<file path="config.mk">
export PLATFORM = sky130hd
export DESIGN_NAME = sw_handshake_host_flat
export DESIGN_NICKNAME = d
export VERILOG_FILES = /design/src/rtl/picomips_pkg.sv /design/src/rtl/sw_handshake_host_if.sv /design/src/rtl/dwell_timer.sv /design/src/rtl/sw_handshake_host.sv /design/src/flat_wrapper.sv
export SDC_FILE = /design/constraint.sdc
export NUM_CORES = 1
export LEC_CHECK = 0
export BUFFER_PORTS_ARGS = -buffer_cell sky130_fd_sc_hd__buf_2
export CAP_MARGIN = 20
export CORE_AREA = 2 2 86 88
export CTS_CLUSTER_DIAMETER = 200
export DETAILED_ROUTE_END_ITERATION = 6
export DIE_AREA = 0 0 88 90
export PLACE_DENSITY = 0.65
export SYNTH_ARGS = -nofsm -noshare
export SYNTH_HDL_FRONTEND = slang
export SYNTH_SLANG_ARGS = --single-unit
export TNS_END_PERCENT = 30
</file>
<file path="constraint.sdc">
create_clock -name Clock -period 2.04 [get_ports Clock]
set_input_delay 0 -clock Clock [delete_from_list [all_inputs] [get_ports Clock]]
set_output_delay 0 -clock Clock [all_outputs]
set_load 0.02 [all_outputs]
</file>
<file path="src/rtl/picomips_pkg.sv">
// picomips_pkg: shared types and constants for the picoMIPS switch-bus host.
//   host_state_t       host sequencer states, in sequence order
//   DEFAULT_DWELL      default cycles each SW8 phase is held
//   DEFAULT_RST_CYCLES default cycles the processor is held in reset
//   SW_NRST, SW_STB    bit positions of processor reset and strobe on SW
package picomips_pkg;

    localparam int DEFAULT_DWELL      = 32;
    localparam int DEFAULT_RST_CYCLES = 4;
    localparam int SW_NRST            = 9;
    localparam int SW_STB             = 8;

    typedef enum logic [3:0] {IDLE, PRST, PX, RX, PY, RY, PCAP, RCAP, FIN} host_state_t;

    function automatic int cnt_width(input int a, input int b);
        return $clog2((a > b ? a : b) + 1);
    endfunction

    // SW image for a state; PRST holds the processor in reset with a quiet bus,
    // IDLE and FIN release it with the strobe low and no data.
    function automatic logic [9:0] sw_encode(input host_state_t s, input logic [7:0] x,
                                             input logic [7:0] y);
        logic [9:0] sw;
        sw          = '0;
        sw[SW_NRST] = s != PRST;
        sw[SW_STB]  = s inside {PX, PY, PCAP};
        sw[7:0]     = (s inside {PX, RX}) ? x : (s inside {PY, RY}) ? y : 8'h00;
        return sw;
    endfunction

endpackage

</file>
<file path="src/rtl/sw_handshake_host_if.sv">
// sw_handshake_host_if: request/result and switch/LED bus between host and its user.
//   start, x_in, y_in   transaction request and operands
//   SW, LED             switch bus to / result bus from the processor
//   x_out, y_out        captured results
//   busy, done          sequencer status
interface sw_handshake_host_if;

    logic       start;
    logic [7:0] x_in;
    logic [7:0] y_in;
    logic [7:0] LED;
    logic [9:0] SW;
    logic [7:0] x_out;
    logic [7:0] y_out;
    logic       busy;
    logic       done;

    modport master (input start, x_in, y_in, LED, output SW, x_out, y_out, busy, done);
    modport slave  (output start, x_in, y_in, LED, input SW, x_out, y_out, busy, done);

endinterface

</file>
<file path="src/rtl/dwell_timer.sv">
// dwell_timer: loadable down-counter that stops at zero.
//   Clock, nReset  clock and asynchronous active-low reset
//   load           load load_value this cycle
//   load_value     value to load
//   expired        count is zero
module dwell_timer #(
    parameter int W = 6
) (
    input  logic         Clock,
    input  logic         nReset,
    input  logic         load,
    input  logic [W-1:0] load_value,
    output logic         expired
);

    logic [W-1:0] count;

    // Saturates at zero so an idle timer never wraps.
    always_ff @(posedge Clock or negedge nReset) begin
        if (!nReset)
            count <= '0;
        else if (load)
            count <= load_value;
        else if (count != '0)
            count <= count - 1'b1;
    end

    assign expired = count == '0;

endmodule

</file>
<file path="src/rtl/sw_handshake_host.sv">
// sw_handshake_host: drives the picoMIPS processor through its switch bus,
// sending x then y with strobe phases and capturing the two LED results.
//   Clock, nReset  clock and asynchronous active-low reset
//   bus            sw_handshake_host_if master: start/x_in/y_in request,
//                  SW out / LED in, x_out/y_out results, busy/done status
module sw_handshake_host
    import picomips_pkg::*;
#(
    parameter int DWELL      = DEFAULT_DWELL,
    parameter int RST_CYCLES = DEFAULT_RST_CYCLES
) (
    input  logic                Clock,
    input  logic                nReset,
    sw_handshake_host_if.master bus
);

    localparam int CW = cnt_width(DWELL, RST_CYCLES);

    host_state_t   state;
    host_state_t   state_n;
    logic          load;
    logic [CW-1:0] load_value;
    logic          expired;
    logic [7:0]    x_q;
    logic [7:0]    y_q;

    dwell_timer #(.W(CW)) u_timer (
        .Clock      (Clock),
        .nReset     (nReset),
        .load       (load),
        .load_value (load_value),
        .expired    (expired)
    );

    always_ff @(posedge Clock or negedge nReset) begin
        if (!nReset)
            state <= IDLE;
        else
            state <= state_n;
    end

    // Timed states step to the next enum value when the timer reads zero.
    always_comb begin
        state_n    = state;
        load       = 1'b0;
        load_value = CW'(DWELL - 1);
        case (state)
            IDLE: begin
                if (bus.start) begin
                    state_n    = PRST;
                    load       = 1'b1;
                    load_value = CW'(RST_CYCLES - 1);
                end
            end
            FIN: state_n = IDLE;
            default: begin
                if (expired) begin
                    state_n = host_state_t'(state + 4'd1);
                    load    = 1'b1;
                end
            end
        endcase
    end

    // Outputs are registered from the next state so SW, busy and done line up
    // with the state register and carry no combinational input path.
    always_ff @(posedge Clock or negedge nReset) begin
        if (!nReset) begin
            x_q       <= '0;
            y_q       <= '0;
            bus.SW    <= '0;
            bus.x_out <= '0;
            bus.y_out <= '0;
            bus.busy  <= 1'b0;
            bus.done  <= 1'b0;
        end else begin
            if (state == IDLE && bus.start) begin
                x_q <= bus.x_in;
                y_q <= bus.y_in;
            end
            if (state == RY && expired)
                bus.x_out <= bus.LED;
            if (state == RCAP && expired)
                bus.y_out <= bus.LED;
            bus.SW   <= sw_encode(state_n, x_q, y_q);
            bus.busy <= state_n != IDLE;
            bus.done <= state_n == FIN;
        end
    end

endmodule

</file>
<file path="src/flat_wrapper.sv">
// flat-port wrapper written by rule: the top's interface ports become plain ports
module sw_handshake_host_flat import picomips_pkg::*;
#(
    parameter int DWELL      = DEFAULT_DWELL,
    parameter int RST_CYCLES = DEFAULT_RST_CYCLES
)
  (Clock, nReset, bus_start, bus_x_in, bus_y_in, bus_LED, bus_SW, bus_x_out, bus_y_out, bus_busy, bus_done);
  sw_handshake_host_if bus_i ();
  input  logic Clock;
  input  logic nReset;
  input wire logic [$bits(bus_i.start)-1:0] bus_start;
  input wire logic [$bits(bus_i.x_in)-1:0] bus_x_in;
  input wire logic [$bits(bus_i.y_in)-1:0] bus_y_in;
  input wire logic [$bits(bus_i.LED)-1:0] bus_LED;
  output wire logic [$bits(bus_i.SW)-1:0] bus_SW;
  output wire logic [$bits(bus_i.x_out)-1:0] bus_x_out;
  output wire logic [$bits(bus_i.y_out)-1:0] bus_y_out;
  output wire logic [$bits(bus_i.busy)-1:0] bus_busy;
  output wire logic [$bits(bus_i.done)-1:0] bus_done;
  assign bus_i.start = bus_start;
  assign bus_i.x_in = bus_x_in;
  assign bus_i.y_in = bus_y_in;
  assign bus_i.LED = bus_LED;
  assign bus_SW = bus_i.SW;
  assign bus_x_out = bus_i.x_out;
  assign bus_y_out = bus_i.y_out;
  assign bus_busy = bus_i.busy;
  assign bus_done = bus_i.done;
  sw_handshake_host #(.DWELL(DWELL), .RST_CYCLES(RST_CYCLES)) u_core (.Clock(Clock), .nReset(nReset), .bus(bus_i));
endmodule
</file>
# After elaboration in Yosys (flattened, before gate mapping)
# Index checks and enable logic that the tools add are counted.
dict set report word_totals {
  reg_bits 54
  in_bits 27
  output_inout_bits 28
}
dict set report op_classes {
  n_addsub 2
  n_eq_ne 10
  mux 12
  n_reduce_logical 11
}
# operator count
set op_table {}
lappend op_table {{$eq 4x3->1 const B} 5}
lappend op_table {{$mux 6} 3}
lappend op_table {{$mux 8} 2}
lappend op_table {{$eq 4x2->1 const B} 2}
lappend op_table {{$eq 4x4->1 const B} 2}
lappend op_table {{$mux 4} 2}
lappend op_table {{$pmux 4 s2} 1}
lappend op_table {{$logic_not 6->1} 1}
lappend op_table {{$reduce_bool 2->1} 3}
lappend op_table {{$reduce_bool 6->1} 1}
lappend op_table {{$sub 6x1->6 const B} 1}
lappend op_table {{$mux 5} 1}
lappend op_table {{$add 4x1->4 const B} 1}
lappend op_table {{$logic_not 4->1} 1}
lappend op_table {{$ne 4x1->1 const B} 1}
lappend op_table {{$reduce_bool 4->1} 1}
lappend op_table {{$logic_and 1x1->1} 3}
lappend op_table {{$reduce_bool 3->1} 1}
lappend op_table {{$mux 1} 2}
lappend op_table {{$pmux 1 s2} 1}

# Longest topological paths before layout
dict set report depth {
  word_depth 7
  depth_mapped 9
  ltp_nobuf 8
}

# Hierarchy
# Synthesis repeated with hierarchy kept, for this count alone.
dict set report unflattened {
  hier_cells 185
  area_unflattened_um2 2394.8
}
# module n_inst cells_each area_per_inst_um2
set modules_own_cells {}
lappend modules_own_cells {sw_handshake_host 1 144 2015.7}
lappend modules_own_cells {dwell_timer 1 41 379.1}

# Worst setup path before layout
# Ideal clock, no wire load.
dict set report synth_timing {
  path_kind {register to register}
  from {reg u_core.u_timer.count[0]}
  to {reg u_core.bus.SW[0]}
  arrival_time_ps 1848
  required_time_ps 1960
  slack_ps 112
  path_stages_with_launch 9
  n_path_buf 1
  path_cell_list {dfrtp_1 -> inv_1 -> ha_1 -> nor4bb_1 -> and4_1 -> mux2i_4 -> buf_2 -> nand2_1 -> o22ai_2}
}
dict set report synth_via {
  elab_chain_len 7
}
# element line_no
set synth_rtl {}
lappend synth_rtl {{from (decl)} dwell_timer.sv:16} ;# logic [W-1:0] count;
lappend synth_rtl {{from (signal assigned)} dwell_timer.sv:23} ;# count <= load_value;
lappend synth_rtl {{from (signal assigned)} dwell_timer.sv:25} ;# count <= count - 1'b1;
lappend synth_rtl {{$logic_not 6->1 *} dwell_timer.sv:28} ;# assign expired = count == '0;
lappend synth_rtl {{$mux 4 *} sw_handshake_host.sv:57} ;# if (expired) begin
lappend synth_rtl {{$pmux 4 s2 *} sw_handshake_host.sv:47} ;# case (state)
lappend synth_rtl {{$eq 4x3->1} picomips_pkg.sv:27} ;# sw[7:0] = (s inside {PX, RX}) ? x : (s inside {PY, RY}) ? y : 8'h00;
lappend synth_rtl {{$reduce_bool 2->1} picomips_pkg.sv:27}
lappend synth_rtl {{$mux 8} picomips_pkg.sv:27}
lappend synth_rtl {{$mux 8 *} picomips_pkg.sv:27}
lappend synth_rtl {{to (signal assigned)} sw_handshake_host.sv:85} ;# bus.SW <= sw_encode(state_n, x_q, y_q);
lappend synth_rtl {{to (decl)} sw_handshake_host_if.sv:18} ;# modport master (input start, x_in, y_in, LED, output SW, x_out, y_out, busy, done);
# Mark *: on every way between the ends. The rest lies on a longest branch, timed or not.
# A chain may end at the register's enable or synchronous reset.

# Worst setup path in the final report
dict set report layout_timing {
  from {reg u_core.u_timer.count[0]}
  to {reg u_core.bus.SW[7]}
}
dict set report layout_via {
  elab_chain_len 7
}
# element line_no
set layout_rtl {}
lappend layout_rtl {{$logic_not 6->1 *} dwell_timer.sv:28}
lappend layout_rtl {{$mux 4 *} sw_handshake_host.sv:57}
lappend layout_rtl {{$pmux 4 s2 *} sw_handshake_host.sv:47}
lappend layout_rtl {{via u_core.state_n[2]} sw_handshake_host.sv:20} ;# host_state_t state_n;
lappend layout_rtl {{$eq 4x3->1} picomips_pkg.sv:27}
lappend layout_rtl {{$reduce_bool 2->1} picomips_pkg.sv:27}
lappend layout_rtl {{$mux 8} picomips_pkg.sv:27}
lappend layout_rtl {{$mux 8 *} picomips_pkg.sv:27}
# The timed path passes the listed nets; every way through them passes the cells marked *.

==> results.tsv <==
metric	value	unit
status	finished, final reports clean	
Critical Setup Path Class	register to register	
post-route setup TNS	0	ns
syn nets	214	
# diodes	0	
core footprint	7020	µm²
crit-path max FO	8	
most frequent cells in the layout	buf_2 (54), dfrtp_1 (54), mux2_1 (29)	
Residual DRC	0	
Clock Skew	0.00474	ns
Leakage	1.51	nW
Worst-path clk slew	0.09	ns
Pwr per Cell Area	1300	nW/µm²
Total Wirelength	4.68	mm
CTS tree	built	
Die H	90	µm
fin nets	308	
Avg WL per Cell	12.4	µm
Yosys reg bits	54	
Arrival @ worst endpoint	2.17	ns
clk sink count	54	
post-route clock period utilization	96.9	%
Sequential cell area	1350	µm²
Clk Latency, worst-skew pair	0.30	ns
GRT Resource Usage Total	12.6	%
DP Area	2870	µm²
VDD IR max	0.667	mV
final hold vios	0	
register area share after synthesis	57.3	%
Worst-Margin Slew	0.623	ns
Die X	88	µm
Post-Syn Instances	183	
post-DP HPWL	3.22	mm
Port Buffers	54	
DRT antenna net count	0	
pin count of the biggest net entering global routing	29	
fin. max-slew vios	0	
synthesized area per cell	12.9	µm²
grt ovf	0	
Pre-antenna DRT Iters	4	
initial antenna violation count	0	
vias post-DR	1694	
Crit. End Element	register	
Startpoint Class	register	
PnR Total Power	4.22	mW
Initial Utilization	33.6	%
CTS Buffer Depth	2	
WP data required	2.23	ns
vias per cell	4.49	
fin cells	377	
final hold slack	0.192	ns
RSZ-0062 raised after global routing	true	
DIE AREA	7920	µm²
total CTS buffers	5	
max_cap viols	0	
Area Overhead vs Synth	37.9	%
share of cells above drive strength 1	37.4	%
first-pass GRT wire length	7.85	mm
Tightest Hold Check Type	input port to register	
GPL Wtd Cong	0.865	
final design area excluding fillers	3250	µm²
CTS root buffer	clkbuf_8	
Multi-input gate area	995	µm²
number of global-route vias before repair	1727	
Synth cell types	38	
Ys Warns	0	
Max-Slew Margin vs Limit	58.5	%
H-tree depth	2	
# rows	31	
Post-Place Cells	343	
Max Fclk	506	MHz
minimum clock period	1.98	ns
initial DRC count	94	
Synth Cell Area	2360	µm²
# fillers	641	
Final Setup Violations	0	
Ports	55	
## worst max-delay path: stages, from the launching register on
cell and delay (ns):
dfrtp_1 0.39, inv_1 0.10, ha_4 0.15, or3b_4 0.39, nor3_4 0.28, a31o_4 0.23, nand2b_4 0.21, o22ai_2 0.10
## stage by stage
| stage | setup slack [ns] | utilization [%] |
|---|---|---|
| floorplan | 0.112 | - |
| global placement | 0.0437 | 40.8 |
| CTS | 0.00947 | 45.7 |
| global route | -0.0431 | 46.3 |
| finish | 0.0623 | 46.3 |
| detailed placement | -0.0296 | 40.8 |
## cell families (layout without fill, tap and decap cells)
logic type / after synthesis / count (layout) / synth area share (%)
compound gates: 20 / 20 / 7.86
xor+xnor: 1 / 1 / 0.372
flops: 54 / 54 / 57.3
mux: 34 / 34 / 16.7
simple gates: 57 / 57 / 13.1
buf+inv: 13 / 108 / 2.55
fa+ha+maj: 4 / 4 / 2.12
## where the power goes
part	leakage, nW	internal [mW]	switching (mW)	total [mW]
sequential	0.658	1.52	0.258	1.78
combinational	0.806	0.844	0.995	1.84
clock	0.0482	0.274	0.326	0.601
## state kept, by name, summed over array words and instances (netlist names)
register              flops
u_core.bus.y_out          8
u_core.u_timer.count      6
u_core.bus.x_out          8
u_core.state              4
u_core.bus.busy           1
u_core.x_q                8
u_core.bus.done           1
u_core.y_q                8
u_core.bus.SW            10
## metal layers
layer	GRT usage [%]	up-vias	routed length [µm]
li1	-	825	-
met5	0	-	0
met3	3.95	5	285
met4	3.85	0	60
met2	21.7	47	2250
met1	14.9	817	2090
## Yosys cell counts
library cell | instances | area, µm²
o311ai_2 | 1 | 16.3
nand2b_1 | 3 | 18.8
nor3_2 | 1 | 10.0
and2_0 | 1 | 6.26
inv_1 | 6 | 22.5
nand4_1 | 1 | 6.26
o21ai_0 | 1 | 5.00
nor2b_1 | 1 | 6.26
o22ai_1 | 1 | 6.26
buf_2 | 3 | 15.0
a31oi_1 | 1 | 6.26
mux2i_4 | 1 | 22.5
nor4bb_1 | 1 | 10.0
nand3_1 | 3 | 15.0
o31ai_1 | 1 | 7.51
inv_2 | 1 | 3.75
a21oi_1 | 4 | 20.0
or4_1 | 1 | 7.51
xnor2_1 | 1 | 8.76
dfrtp_1 | 54 | 1350
or3b_1 | 1 | 8.76
buf_4 | 2 | 15.0
nand2_2 | 2 | 12.5
o22ai_2 | 8 | 100
o211ai_1 | 2 | 15.0
mux2_1 | 29 | 327
nor3_1 | 5 | 25.0
and4_1 | 1 | 8.76
a31o_2 | 1 | 8.76
nor3b_2 | 2 | 25.0
clkbuf_1 | 1 | 3.75
mux2_2 | 4 | 45.0
nor3_4 | 1 | 16.3
ha_1 | 4 | 50.1
or2_1 | 2 | 12.5
and3_1 | 1 | 6.26
nor2_1 | 7 | 26.3
nand2_1 | 23 | 86.3
## repair_timing
item	CTS	global route
hold buffers	25	0
resized for setup	1	10
endpoints found under the setup margin	8	28
endpoints found under the hold margin	58	0
setup buffers	0	2
pin swaps	0	3
## worst paths after layout
check                      slack [ns]                  end  cells after the start                     from
max                              0.06     u_core.bus.SW[7]                      7  u_core.u_timer.count[0]
min                              0.19      u_core.state[1]                      3                bus_start
max reg2reg                      0.06     u_core.bus.SW[7]                      7  u_core.u_timer.count[0]
min reg2reg                      0.49  u_core.bus.x_out[1]                      1      u_core.bus.x_out[1]
max in group asynchronous        1.24        u_core.y_q[6]                      3                   nReset
min in group asynchronous        0.24      u_core.state[1]                      2                   nReset
## area by class of cell
type	instances	share of cell area, %
Sequential cell	54	41.6
Multi-Input combinational cell	116	30.6
Timing Repair Buffer	93	20.4
Tap cell	99	3.81
Clock buffer	7	2.66
Inverter	7	0.808
Clock inverter	1	0.154
(Power assumes the default switching activity.)
